### src/rtl/pcu_boot_ctrl.sv
// pcu_boot_ctrl: host byte loader for PCU program RAM plus hold/run/pause/step sequencing of PCU rst/ce
module pcu_boot_ctrl #(
  parameter int AW       = 14,
  parameter bit BOOT_RUN = 1'b0
) (
  input  logic          clk,
  input  logic          rst,
  input  logic [7:0]    hdata,
  input  logic          hstb,
  input  logic          hcmd,
  output logic          hbusy,
  output logic [AW-1:0] pm_waddr,
  output logic [15:0]   pm_wdata,
  output logic          pm_we,
  output logic          cpu_rst,
  output logic          cpu_ce,
  output logic [15:0]   cksum,
  output logic          err
);
  typedef enum logic [1:0] {HOLD, RUN, PAUSE, STEP} mode_t;
  typedef enum logic [2:0] {L_CMD, L_AH, L_AL, L_DH, L_DL, L_WR} ld_t;

  localparam mode_t MODE_RST = BOOT_RUN ? RUN : HOLD;

  mode_t         mode_q, mode_d;
  ld_t           ld_q, ld_d;
  logic [7:0]    ah_q, ah_d;
  logic [7:0]    dh_q, dh_d;
  logic [AW-1:0] addr_q, addr_d;
  logic [15:0]   wdata_q, wdata_d;
  logic [15:0]   cksum_q, cksum_d;
  logic          we_q, we_d;
  logic          busy_q, busy_d;
  logic          err_q, err_d;
  logic          crst_q, crst_d;
  logic          cce_q, cce_d;
  mode_t         cmode;

  // Next-state: a STEP lasts one cycle and decodes commands as PAUSE; the write cycle drops all strobes
  always_comb begin
    mode_d  = (mode_q == STEP) ? PAUSE : mode_q;
    cmode   = (mode_q == STEP) ? PAUSE : mode_q;
    ld_d    = ld_q;
    ah_d    = ah_q;
    dh_d    = dh_q;
    addr_d  = addr_q;
    wdata_d = wdata_q;
    cksum_d = cksum_q;
    err_d   = err_q;
    we_d    = 1'b0;
    busy_d  = 1'b0;
    if (ld_q == L_WR) begin
      addr_d = addr_q + AW'(1);
      ld_d   = L_DH;
      err_d  = err_q | hstb;
    end else if (hstb && hcmd) begin
      ld_d = L_CMD;
      case (hdata)
        8'h01: begin
          ld_d    = (cmode == HOLD) ? L_AH : L_CMD;
          cksum_d = (cmode == HOLD) ? 16'h0 : cksum_q;
          err_d   = err_q | (cmode != HOLD);
        end
        8'h02: mode_d = RUN;
        8'h03: begin
          mode_d = HOLD;
          err_d  = 1'b0;
        end
        8'h04: mode_d = (cmode == RUN) ? RUN : STEP;
        8'h05: mode_d = (cmode == RUN) ? PAUSE : cmode;
        default: err_d = 1'b1;
      endcase
    end else if (hstb) begin
      case (ld_q)
        L_AH: begin
          ah_d = hdata;
          ld_d = L_AL;
        end
        L_AL: begin
          addr_d = AW'({ah_q, hdata});
          ld_d   = L_DH;
        end
        L_DH: begin
          dh_d = hdata;
          ld_d = L_DL;
        end
        L_DL: begin
          we_d    = (mode_q == HOLD);
          busy_d  = (mode_q == HOLD);
          wdata_d = (mode_q == HOLD) ? {dh_q, hdata} : wdata_q;
          cksum_d = (mode_q == HOLD) ? cksum_q + {dh_q, hdata} : cksum_q;
          ld_d    = (mode_q == HOLD) ? L_WR : L_CMD;
        end
        default: err_d = 1'b1;
      endcase
    end
    crst_d = (mode_d == HOLD);
    cce_d  = (mode_d == RUN) || (mode_d == STEP);
  end

  // State and registered outputs; async reset drops any write in flight
  always_ff @(posedge clk or negedge rst) begin
    if (!rst) begin
      mode_q  <= MODE_RST;
      ld_q    <= L_CMD;
      ah_q    <= 8'h0;
      dh_q    <= 8'h0;
      addr_q  <= '0;
      wdata_q <= 16'h0;
      cksum_q <= 16'h0;
      we_q    <= 1'b0;
      busy_q  <= 1'b0;
      err_q   <= 1'b0;
      crst_q  <= !BOOT_RUN;
      cce_q   <= BOOT_RUN;
    end else begin
      mode_q  <= mode_d;
      ld_q    <= ld_d;
      ah_q    <= ah_d;
      dh_q    <= dh_d;
      addr_q  <= addr_d;
      wdata_q <= wdata_d;
      cksum_q <= cksum_d;
      we_q    <= we_d;
      busy_q  <= busy_d;
      err_q   <= err_d;
      crst_q  <= crst_d;
      cce_q   <= cce_d;
    end
  end

  assign hbusy    = busy_q;
  assign pm_waddr = addr_q;
  assign pm_wdata = wdata_q;
  assign pm_we    = we_q;
  assign cpu_rst  = crst_q;
  assign cpu_ce   = cce_q;
  assign cksum    = cksum_q;
  assign err      = err_q;
endmodule

### config.mk
export PLATFORM = sky130hd
export DESIGN_NAME = pcu_boot_ctrl
export DESIGN_NICKNAME = d
export VERILOG_FILES = /design/src/rtl/pcu_boot_ctrl.sv
export SDC_FILE = /design/constraint.sdc
export NUM_CORES = 1
export LEC_CHECK = 0
export BUFFER_PORTS_ARGS = -buffer_cell sky130_fd_sc_hd__buf_2
export CAP_MARGIN = 25
export CORE_ASPECT_RATIO = 1.5
export CORE_MARGIN = 2
export CORE_UTILIZATION = 45
export CTS_BUF_LIST = sky130_fd_sc_hd__clkbuf_4
export DETAILED_ROUTE_END_ITERATION = 16
export HOLD_SLACK_MARGIN = 0.1
export PLACE_DENSITY = 0.66
export SYNTH_ARGS = -nofsm -noshare
export SYNTH_HDL_FRONTEND = slang
export SYNTH_SLANG_ARGS = --single-unit
export TNS_END_PERCENT = 10
### constraint.sdc
create_clock -name clk -period 2.7 [get_ports clk]
set_input_delay 0.405 -clock clk [delete_from_list [all_inputs] [get_ports clk]]
set_output_delay 0.405 -clock clk [all_outputs]
set_load 0.01 [all_outputs]
* Word-level counts from Yosys, hierarchy flattened
Cells that the tools add are included.
** Storage, ports and cells
- Bits in registers :: 69
- Output and inout port bits :: 51
- Logic and storage cells :: 90
** Operators by class
- Add/subtract/negate cells :: 2
- Eq/ne operators :: 19
- Muxes and demuxes :: 32
- Bitwise operators :: 4
- Reduce and logical (&&, ||, !) cells :: 22
** Operator list (number)
- 2-to-1 mux 16 bit :: 6
- 2-to-1 mux 14 bit :: 4
- adder 16 bit :: 1
- equality test 8 x 2 -> 1 bit, second input constant :: 2
- equality test 8 x 3 -> 1 bit, second input constant :: 2
- adder 14 x 1 -> 14 bit, second input constant :: 1
- 2-to-1 mux 3 bit :: 4
- one-hot mux 3 bit (4 select lines) :: 1
- nonzero test 2 bit :: 6
- 2-to-1 mux 1 bit :: 10
- 2-to-1 mux 2 bit :: 5
- equality test 8 x 1 -> 1 bit, second input constant :: 1
- one-hot mux 2 bit (4 select lines) :: 1
- AND reduction 4 bit :: 2
- equality test 3 x 2 -> 1 bit, second input constant :: 2
- equality test 3 bit, second input constant :: 2
- zero test 2 bit :: 3
- AND reduction 3 bit :: 2
- AND reduction 6 bit :: 1
- nonzero test 6 bit :: 1
- AND reduction 5 bit :: 1
- equality test 2 x 1 -> 1 bit, second input constant :: 2
- equality test 2 bit, second input constant :: 2
- inequality test 2 x 1 -> 1 bit, second input constant :: 2
- other kinds (13) :: 15

* Logic depth before layout (Yosys ltp)
Gate-level depths: netlist of run 1.
- Depth after elaboration :: 9
- Mapped depth :: 10
- Depth with buffers taken out :: 10

* Least setup slack after synthesis of run 1
Ideal clock, no wire load.
- Kind :: input to register
- Start :: input hdata[1]
- End :: register cksum_q[10] (netlist: cksum[10])
- Library setup time :: 0.134 ns
- Arrival time :: 2.178 ns
- Data required time :: 2.566 ns
- Slack :: 0.388 ns
- Cell stages on the path :: 10
- Buffers on the path :: 1
- Path through :: clkbuf_1 -> inv_1 -> fa_1 -> nand2b_1 -> a21oi_1 -> o31ai_1 -> o21a_1 -> a21oi_1 -> xnor2_1 -> o21ai_0
** Between the ends
- Cells in the longest elaborated chain, start to end :: 5
** Ends and longest elaborated chain
- start: declaration :: RTL line 8 : input logic [7:0] hdata,
- adder 16 bit :: RTL line 91 : cksum_d = (mode_q == HOLD) ? cksum_q + {dh_q, hdata} : cksum_q;
- 2-to-1 mux 16 bit :: RTL line 91
- 2-to-1 mux 16 bit :: RTL line 74 : case (ld_q)
- 2-to-1 mux 16 bit :: RTL line 73 : end else if (hstb) begin
- 2-to-1 mux 16 bit :: RTL line 56 : end else if (hstb && hcmd) begin
- end signal: assignment :: RTL line 123 : cksum_q <= cksum_d;
- end: declaration :: RTL line 31 : logic [15:0] cksum_q, cksum_d;
Several ways; a longest one is shown, not always the timed one. The select of a mux whose other input is x is not followed.
A chain may end at the register's enable or synchronous reset.

* Worst setup path after layout of run 1
- Start :: register cksum_q[0] (netlist: cksum[0])
- End :: register cksum_q[10] (netlist: cksum[10])
** Between the ends
- Cells in the longest elaborated chain, start to end :: 5
** Ends and longest elaborated chain (RTL line)
- adder 16 bit :: 91
- 2-to-1 mux 16 bit :: 91
- 2-to-1 mux 16 bit :: 74
- 2-to-1 mux 16 bit :: 73
- 2-to-1 mux 16 bit :: 56
Every way passes these cells. The select of a mux whose other input is x is not followed.

==> results of run 1 <==
## kinds of logic (layout without fill, tap and decap cells)
group | Yosys count | count (layout) | share of synthesized area [%]
AND/OR/NAND/NOR | 161 | 161 | 19.0
AO/OA/AOI/OAI | 104 | 104 | 18.3
flip-flops | 68 | 68 | 45.9
buffers and inverters | 32 | 95 | 3.64
adder cells (fa/ha/maj) | 17 | 17 | 5.94
XOR/XNOR | 14 | 14 | 3.31
multiplexers | 13 | 13 | 3.95
## metrics by stage
step / hold WS [ns] / instances / area [µm²]
final: 0.236 / 577 / 4240
after global routing: 0.204 / 577 / 4240
after CTS: 0.206 / 577 / 4240
after detailed placement: 0.460 / 561 / 4110
after global placement: 0.453 / 561 / 4110
after floorplan: 0.109 / 409 / 3710
## routing by layer
layer / vias up / part of all wire, % / GRT usage, %
met4: 0 / 2.5 / 9.47
met5: - / 0 / 0
met2: 90 / 52 / 40.2
met3: 21 / 4.5 / 5.89
li1: 1557 / - / -
met1: 1523 / 41 / 26.7
## Yosys cell counts (all sizes together) (3+ instances only)
| cell type | number |
|---|---|
| a211oi | 7 |
| a21o | 3 |
| a21oi | 21 |
| a221o | 4 |
| a31oi | 3 |
| a32o | 3 |
| and3 | 9 |
| buf | 10 |
| clkbuf | 9 |
| dfrtp | 67 |
| ha | 16 |
| inv | 13 |
| mux2 | 13 |
| nand2 | 88 |
| nand2b | 3 |
| nand3 | 8 |
| nand4 | 4 |
| nor2 | 29 |
| nor2b | 3 |
| nor3 | 8 |
| o211ai | 3 |
| o21a | 3 |
| o21ai | 38 |
| o21bai | 3 |
| xnor2 | 6 |
| xor2 | 8 |
## flip-flops by register name, summed over array words and instances, names as in the netlist
| signal | cells |
|---|---|
| ld_q | 3 |
| mode_q | 2 |
| err | 1 |
| hbusy | 1 |
| pm_waddr | 14 |
| cpu_rst | 1 |
| cksum | 16 |
| pm_wdata | 16 |
| ah_q | 6 |
| dh_q | 8 |
## cell type report
| class | instances | area share (%) |
|---|---|---|
| timing repair buffer | 67 | 8.56 |
| multi-input combinational | 309 | 44.1 |
| tap | 105 | 3.10 |
| inverter | 13 | 1.15 |
| clock buffer | 9 | 1.59 |
| sequential | 68 | 40.2 |
| clock inverter | 6 | 1.33 |
## how the worst min path moves through the flow
stage               endpoint  slack (ns)  cells past startpoint
floorplan            ah_q[0]        0.11                      0
global route         ld_q[2]        0.20                      2
CTS                  ld_q[2]        0.21                      2
global placement    cksum[9]        0.45                      2
detailed placement  cksum[9]        0.46                      2
finish               ld_q[2]        0.24                      2
## report_power, final
part           switching, mW  leakage, nW  internal [mW]
combinational         0.0767         1.19         0.0410
sequential           0.00902        0.915           1.03
clock                  0.384       0.0706          0.270
==> results.yml, run 1 <==
status:
  status: "finished clean"
clock_tree:
  cts_buffer_depth: 2
  cts_root_buf: "clkbuf_4"
  cts_max_level: 3
  hold_buffers: 1
  path_clk_slew_ns: 0.11
  cts_buffers: 9
  post-cts-setup-buffers: 0
  ctsResizeCount: 0
  cts_tree: "done"
  clk_latency_ns: 0.44
  cts_num_sinks: 68
synthesis:
  synth_edf_count: 0
  ys_warn_count: 0
  ys_ff_latch: 68
  synth_nets: 438
  syn_avg_cell_area_um2: 9.07
  synth-async-reset-ratio_pct: 100
  yosys-top-cells-area: "dfrtp_1 45%, nand2_1 8.9%, ha_1 5.4%"
  synth-seq-area-share_pct: 45.9
  synthFlopType: "dfrtp_1"
  ys_types: 52
  synth_top_area_cell: "dfrtp_1"
  yosysTopAreaCellShare_pct: 45.2
  syn_area_um2: 3710
  synthCells: 409
timing:
  skew_ns: 0.0170
  finalWorstSetupSlack_ns: 0.381
  finalCritPeriodShare_pct: 85.9
  tns_ns: 0
  rsz0062_at_grt: "no"
  slew_violations: 0
  tightest_slew_ns: 0.755
  min_period_ns: 2.32
  final_hold_viol_count: 0
  fmax_ghz: 0.431
  setup_viol: 0
  relSlewSlack_pct: 49.7
floorplanning:
  dieArea_um2: 9000
  die_h_um: 115
  io_pins: 63
  start_util_pct: 46.3
  rows: 40
  die_width_um: 78.1
  core-area_um2: 8010
setup_path:
  critical_path_buf_inv_count: 1
  worstPathMaxFanout: 4
  path_class: "reg2reg"
  end_kind: "flip-flop"
  endpoint: "cksum[10]"
  max_stage_delay_ns: 0.38
  worstReg2RegStart: "cksum[0]"
  rrSetupSlack_ns: 0.38
  required_ns: 3.02
  cp.depth: 10
  cp-startpoint: "cksum[0]"
  cpMostUsedCell: "a21oi_1"
  critPathSlowestCell: "dfrtp_1"
  rr_endpoint: "cksum[10]"
  start_kind: "flip-flop"
  path_cells: "ha_1, inv_1, fa_1, nand2b_1, a21oi_1, o31ai_1, o21a_1, a21oi_1, xnor2_1, o21ai_0"
  reg2regPathDepth: 10
  critical-path-top-delay-family: "compound AO/OA/AOI/OAI gates"
  critPathArrivalTime_ns: 2.64
detailed_routing:
  vias: 3191
  remaining_drc_errors: 0
  wl_mm: 9.52
  ant_nets: 0
  drt-pass1-iter-count: 4
  viasPerCell: 5.53
  drt_iter0_drc: 177
  routedWlPerCell_um: 16.5
place:
  gp_congestion: 0.958
  portBuffers: 62
  pre_cts_slack_ns: 0.246
  post-dp-hpwl_mm: 6.76
global_route:
  grt_max_degree: 69
  track_usage_pct: 23.0
  grt_remaining_overflow: 0
  first_global_vias: 3244
  grt_pass1_wl_mm: 15.9
  antenna_found_initial: 0
layout:
  multiInputGateArea_um2: 1870
  final_cell_mix: "88 x nand2_1, 67 x dfrtp_1, 62 x buf_2"
  area_growth_pct: 14.3
  seqCellArea_um2: 1700
  fin_nets: 497
  fin_util_pct: 53.0
  antenna_cells: 0
  final_common_cell: "nand2_1"
  drive_gt1_share_pct: 21.0
  nFillCells: 792
job:
  maxCapViolCount: 0
min_path:
  min_from: "hcmd"
  min_path_type: "in2reg"
power_and_ir_drop:
  powerDensity_nw_per_um2: 427
  finalPower_mw: 1.81
  leakage_nw: 2.17
  max-vdd-ir-drop_uv: 205
(Power assumes the default switching activity.)
==> inputs of run 2 (changes only) <==
Settings changed: CORE_MARGIN 2 to 4, PLACE_DENSITY 0.66 to 0.69.
==> results.yml, run 2 (synthesis results as in run 1) <==
status:
  status: "finished clean"
timing:
  slew_violations: 0
  min_period_ns: 2.38
  setup_viol: 0
  rsz0062_at_grt: "no"
  finalCritPeriodShare_pct: 88.2
  skew_ns: 0.0144
  relSlewSlack_pct: 46.2
  final_hold_viol_count: 0
  tightest_slew_ns: 0.808
  tns_ns: 0
  finalWorstSetupSlack_ns: 0.318
  fmax_ghz: 0.420
  holdWs_ns: 0.235
global_route:
  grt_max_degree: 36
  grt_remaining_overflow: 0
  grt_pass1_wl_mm: 16.0
  antenna_found_initial: 0
  track_usage_pct: 21.7
  first_global_vias: 3277
clock_tree:
  cts_buffers: 9
  path_clk_slew_ns: 0.11
  cts_max_level: 3
  cts_num_sinks: 68
  clk_latency_ns: 0.43
  hold_buffers: 1
  cts_root_buf: "clkbuf_4"
  cts_tree: "done"
  cts_buffer_depth: 2
  ctsResizeCount: 0
  post-cts-setup-buffers: 0
power_and_ir_drop:
  intPower_mw: 1.44
  leakage_nw: 2.20
  finalPower_mw: 1.92
  clock_power_share_pct: 39.7
  powerDensity_nw_per_um2: 448
  sw_frac_of_total_pct: 24.9
  max-vdd-ir-drop_uv: 305
  p_comb_share_pct: 6.3
  pwr-share-seq_pct: 54.0
  power.switching_mw: 0.480
floorplanning:
  die_h_um: 119
  dieArea_um2: 9790
  io_pins: 63
  core-area_um2: 8010
  die_width_um: 82.1
  rows: 40
  start_util_pct: 46.3
setup_path:
  path_class: "reg2reg"
  end_kind: "flip-flop"
  required_ns: 3.00
  critPathArrivalTime_ns: 2.68
  worstPathMaxFanout: 4
  start_kind: "flip-flop"
layout:
  fin_nets: 500
  final_cell_mix: "88 x nand2_1, 67 x dfrtp_1, 62 x buf_2"
  fin_util_pct: 53.7
  final_common_cell: "nand2_1"
  antenna_cells: 0
  drive_gt1_share_pct: 21.8
  final_cell_count_no_fill: 581
  final_area_um2: 4300
  area_growth_pct: 15.9
place:
  gp_congestion: 0.863
  pre_cts_slack_ns: 0.186
  placed_cell_area_um2: 4130
  post-dp-hpwl_mm: 7.20
  portBuffers: 62
  dp.cells: 564
detailed_routing:
  viasPerCell: 5.57
  vias: 3236
  ant_nets: 0
  wl_mm: 9.81
  drt-pass1-iter-count: 6
  remaining_drc_errors: 0
  drt_iter0_drc: 199
  routedWlPerCell_um: 16.9
job:
  maxCapViolCount: 0
min_path:
  min_path_type: "in2reg"
==> run 2: cell count changes in the layout (fill, tap and decap cells not counted), sizes merged <==
| cell | change |
|---|---|
| bufinv | +1 |
| buf | +3 |
==> run 2: final timing paths <==
kind                              start  slack (ns)  depth (start not counted)           end
setup / recovery               cksum[0]        0.32                         10     cksum[10]
hold / removal                     hcmd        0.24                          2       ld_q[2]
setup reg to reg               cksum[0]        0.32                         10     cksum[10]
hold reg to reg            pm_wdata[11]        0.48                          2  pm_wdata[11]
max in group asynchronous           rst        1.38                          3       cpu_rst
min in group asynchronous           rst        0.59                          2     cksum[14]
==> run 2: worst max-delay path, cell delays in order (launching register included) <==
cell      delay [ns]
dfrtp_1         0.39
ha_1            0.21
inv_1           0.07
fa_1            0.38
nand2b_1        0.19
a21oi_1         0.25
o31ai_1         0.17
o21a_1          0.23
a21oi_1         0.16
xnor2_1         0.13
o21ai_0         0.08
==> run 2: layout make-up <==
cell class,count,area [µm²]
timing repair buffer,70,385
fill,761,3710
sequential,68,1700
multi-input combinational,309,1870
tap,105,131
clock inverter,7,91.3
clock buffer,9,67.6
inverter,13,48.8
==> run 2: power groups by stage <==
stage	sequential, mW	clock, mW	combinational, mW
floorplan	1.06	0	0.0505
finish	1.04	0.764	0.122
global route	1.04	0.818	0.138
global placement	1.06	0	0.119
CTS	1.04	0.781	0.124
detailed placement	1.06	0	0.122
==> run 2: metal layers <==
layer	global-route usage (%)	vias to the layer above	wire (µm)
met5	0	-	0
met4	9.25	0	247
met3	4.16	19	467
met2	37.2	83	5130
met1	25.6	1565	3970
li1	-	1569	-
==> inputs of run 3 (changes only) <==
==> constraint.sdc (replaced) <==
create_clock -name clk -period 2.7 [get_ports clk]
set_input_delay 0.27 -clock clk [delete_from_list [all_inputs] [get_ports clk]]
set_output_delay 0.27 -clock clk [all_outputs]
set_load 0.01 [all_outputs]
==> results.yml, run 3 (synthesis results as in run 1) <==
status:
  status: "finished clean"
power_and_ir_drop:
  intPower_mw: 1.35
  pwr-share-seq_pct: 57.4
  powerDensity_nw_per_um2: 424
  power.switching_mw: 0.454
  max-vdd-ir-drop_uv: 297
  leakage_nw: 2.18
  clock_power_share_pct: 36.0
  p_comb_share_pct: 6.6
  sw_frac_of_total_pct: 25.1
layout:
  final_area_um2: 4270
  final_cell_mix: "88 x nand2_1, 67 x dfrtp_1, 62 x buf_2"
  drive_gt1_share_pct: 21.3
  final_common_cell: "nand2_1"
  fin_nets: 499
  area_growth_pct: 15.0
setup_path:
  rrSetupSlack_ns: 0.32
  worstReg2RegStart: "cksum[0]"
  cp-startpoint: "cksum[0]"
  rr_endpoint: "cksum[10]"
  path_class: "reg2reg"
  worstPathMaxFanout: 4
  start_kind: "flip-flop"
  critPathArrivalTime_ns: 2.66
  required_ns: 2.98
  reg2regPathDepth: 10
  end_kind: "flip-flop"
  endpoint: "cksum[10]"
floorplanning:
  die_width_um: 82.1
  die_h_um: 119
  rows: 40
  core-area_um2: 8010
  start_util_pct: 46.3
  dieArea_um2: 9790
  io_pins: 63
timing:
  holdWs_ns: 0.157
  rsz0062_at_grt: "no"
  relSlewSlack_pct: 47.7
  skew_ns: 0.0186
  slew_violations: 0
  tightest_slew_ns: 0.784
  setup_viol: 0
  final_hold_viol_count: 0
  finalCritPeriodShare_pct: 88.1
  fmax_ghz: 0.420
  min_period_ns: 2.38
  tns_ns: 0
clock_tree:
  path_clk_slew_ns: 0.11
  cts_max_level: 3
  cts_tree: "done"
  cts_buffers: 9
  clk_latency_ns: 0.42
  cts_buffer_depth: 2
  cts_num_sinks: 68
  post-cts-setup-buffers: 0
  cts_root_buf: "clkbuf_4"
detailed_routing:
  wl_mm: 9.54
  routedWlPerCell_um: 16.4
  ant_nets: 0
  vias: 3202
  drt-pass1-iter-count: 4
  dr_wl_met3_um: 361
  remaining_drc_errors: 0
  wirelength_met1_mm: 3.90
  drt_iter0_drc: 151
  viasPerCell: 5.51
  wl_met2_mm: 5.00
  highest_layer: "met4"
place:
  post-dp-hpwl_mm: 6.89
  placed_cell_area_um2: 4110
  gp_congestion: 0.897
  portBuffers: 62
global_route:
  grt_pass1_wl_mm: 15.7
  first_global_vias: 3166
  track_usage_pct: 21.1
  grt_max_degree: 69
  grt_remaining_overflow: 0
  antenna_found_initial: 1
job:
  maxCapViolCount: 0
min_path:
  hold_depth: 3
  min_path_type: "in2reg"
-- run 3: power groups by stage --
stage | clock, mW | sequential (mW) | combinational, mW
final | 0.651 | 1.04 | 0.119
after CTS | 0.666 | 1.04 | 0.122
after global placement | 0 | 1.06 | 0.117
after global routing | 0.720 | 1.04 | 0.134
after floorplan | 0 | 1.06 | 0.0505
after detailed placement | 0 | 1.06 | 0.119
-- run 3: critical path, stage by stage, from the launching register on --
cell,delay [ns]
dfrtp_1,0.39
ha_1,0.20
inv_1,0.06
fa_1,0.37
nand2b_1,0.19
a21oi_1,0.23
o31ai_1,0.18
o21a_1,0.24
a21oi_1,0.18
xnor2_1,0.13
o21ai_0,0.08
-- run 3: worst min path at each step --
stage	from	end	slack, ns
2_1_floorplan	rst	ah_q[0]	-0.03
3_3_place_gp	rst	cksum[9]	0.32
3_5_place_dp	rst	cksum[8]	0.32
4_1_cts	hdata[5]	pm_wdata[5]	0.12
5_1_grt	hdata[5]	pm_wdata[5]	0.14
6_report	hdata[5]	pm_wdata[5]	0.16
-- run 3: repair_timing --
| action | 4_1_cts | 5_1_grt |
|---|---|---|
| gates resized for setup | 0 | 0 |
| hold buffers | 2 | 0 |
| endpoints found under the setup margin | 0 | 0 |
| endpoints found under the hold margin | 68 | 0 |
-- run 3: metrics by stage --
| step | setup slack, ns | utilization (%) | power [mW] | instances |
|---|---|---|---|---|
| after CTS | 0.344 | 53.3 | 1.83 | 580 |
| final | 0.322 | 53.3 | 1.81 | 581 |
| after global placement | 0.290 | 51.4 | 1.17 | 562 |
| after floorplan | 0.523 | - | 1.11 | 409 |
| after detailed placement | 0.216 | 51.4 | 1.18 | 562 |
| after global routing | 0.116 | 53.3 | 1.89 | 581 |
-- run 3: final cells by class --
cell class | count | area (µm²)
Inverter | 13 | 48.8
Sequential cell | 68 | 1700
Clock inverter | 6 | 55.1
Clock buffer | 10 | 75.1
Multi-Input combinational cell | 309 | 1870
Antenna cell | 1 | 2.50
Timing Repair Buffer | 69 | 380
Tap cell | 105 | 131
Fill cell | 767 | 3740
-- run 3: per-layer routing --
metal	GRT usage (%)	vias up
met2	35.2	78
met1	25.7	1544
met5	0	-
li1	-	1561
met4	11.0	0
met3	2.72	19
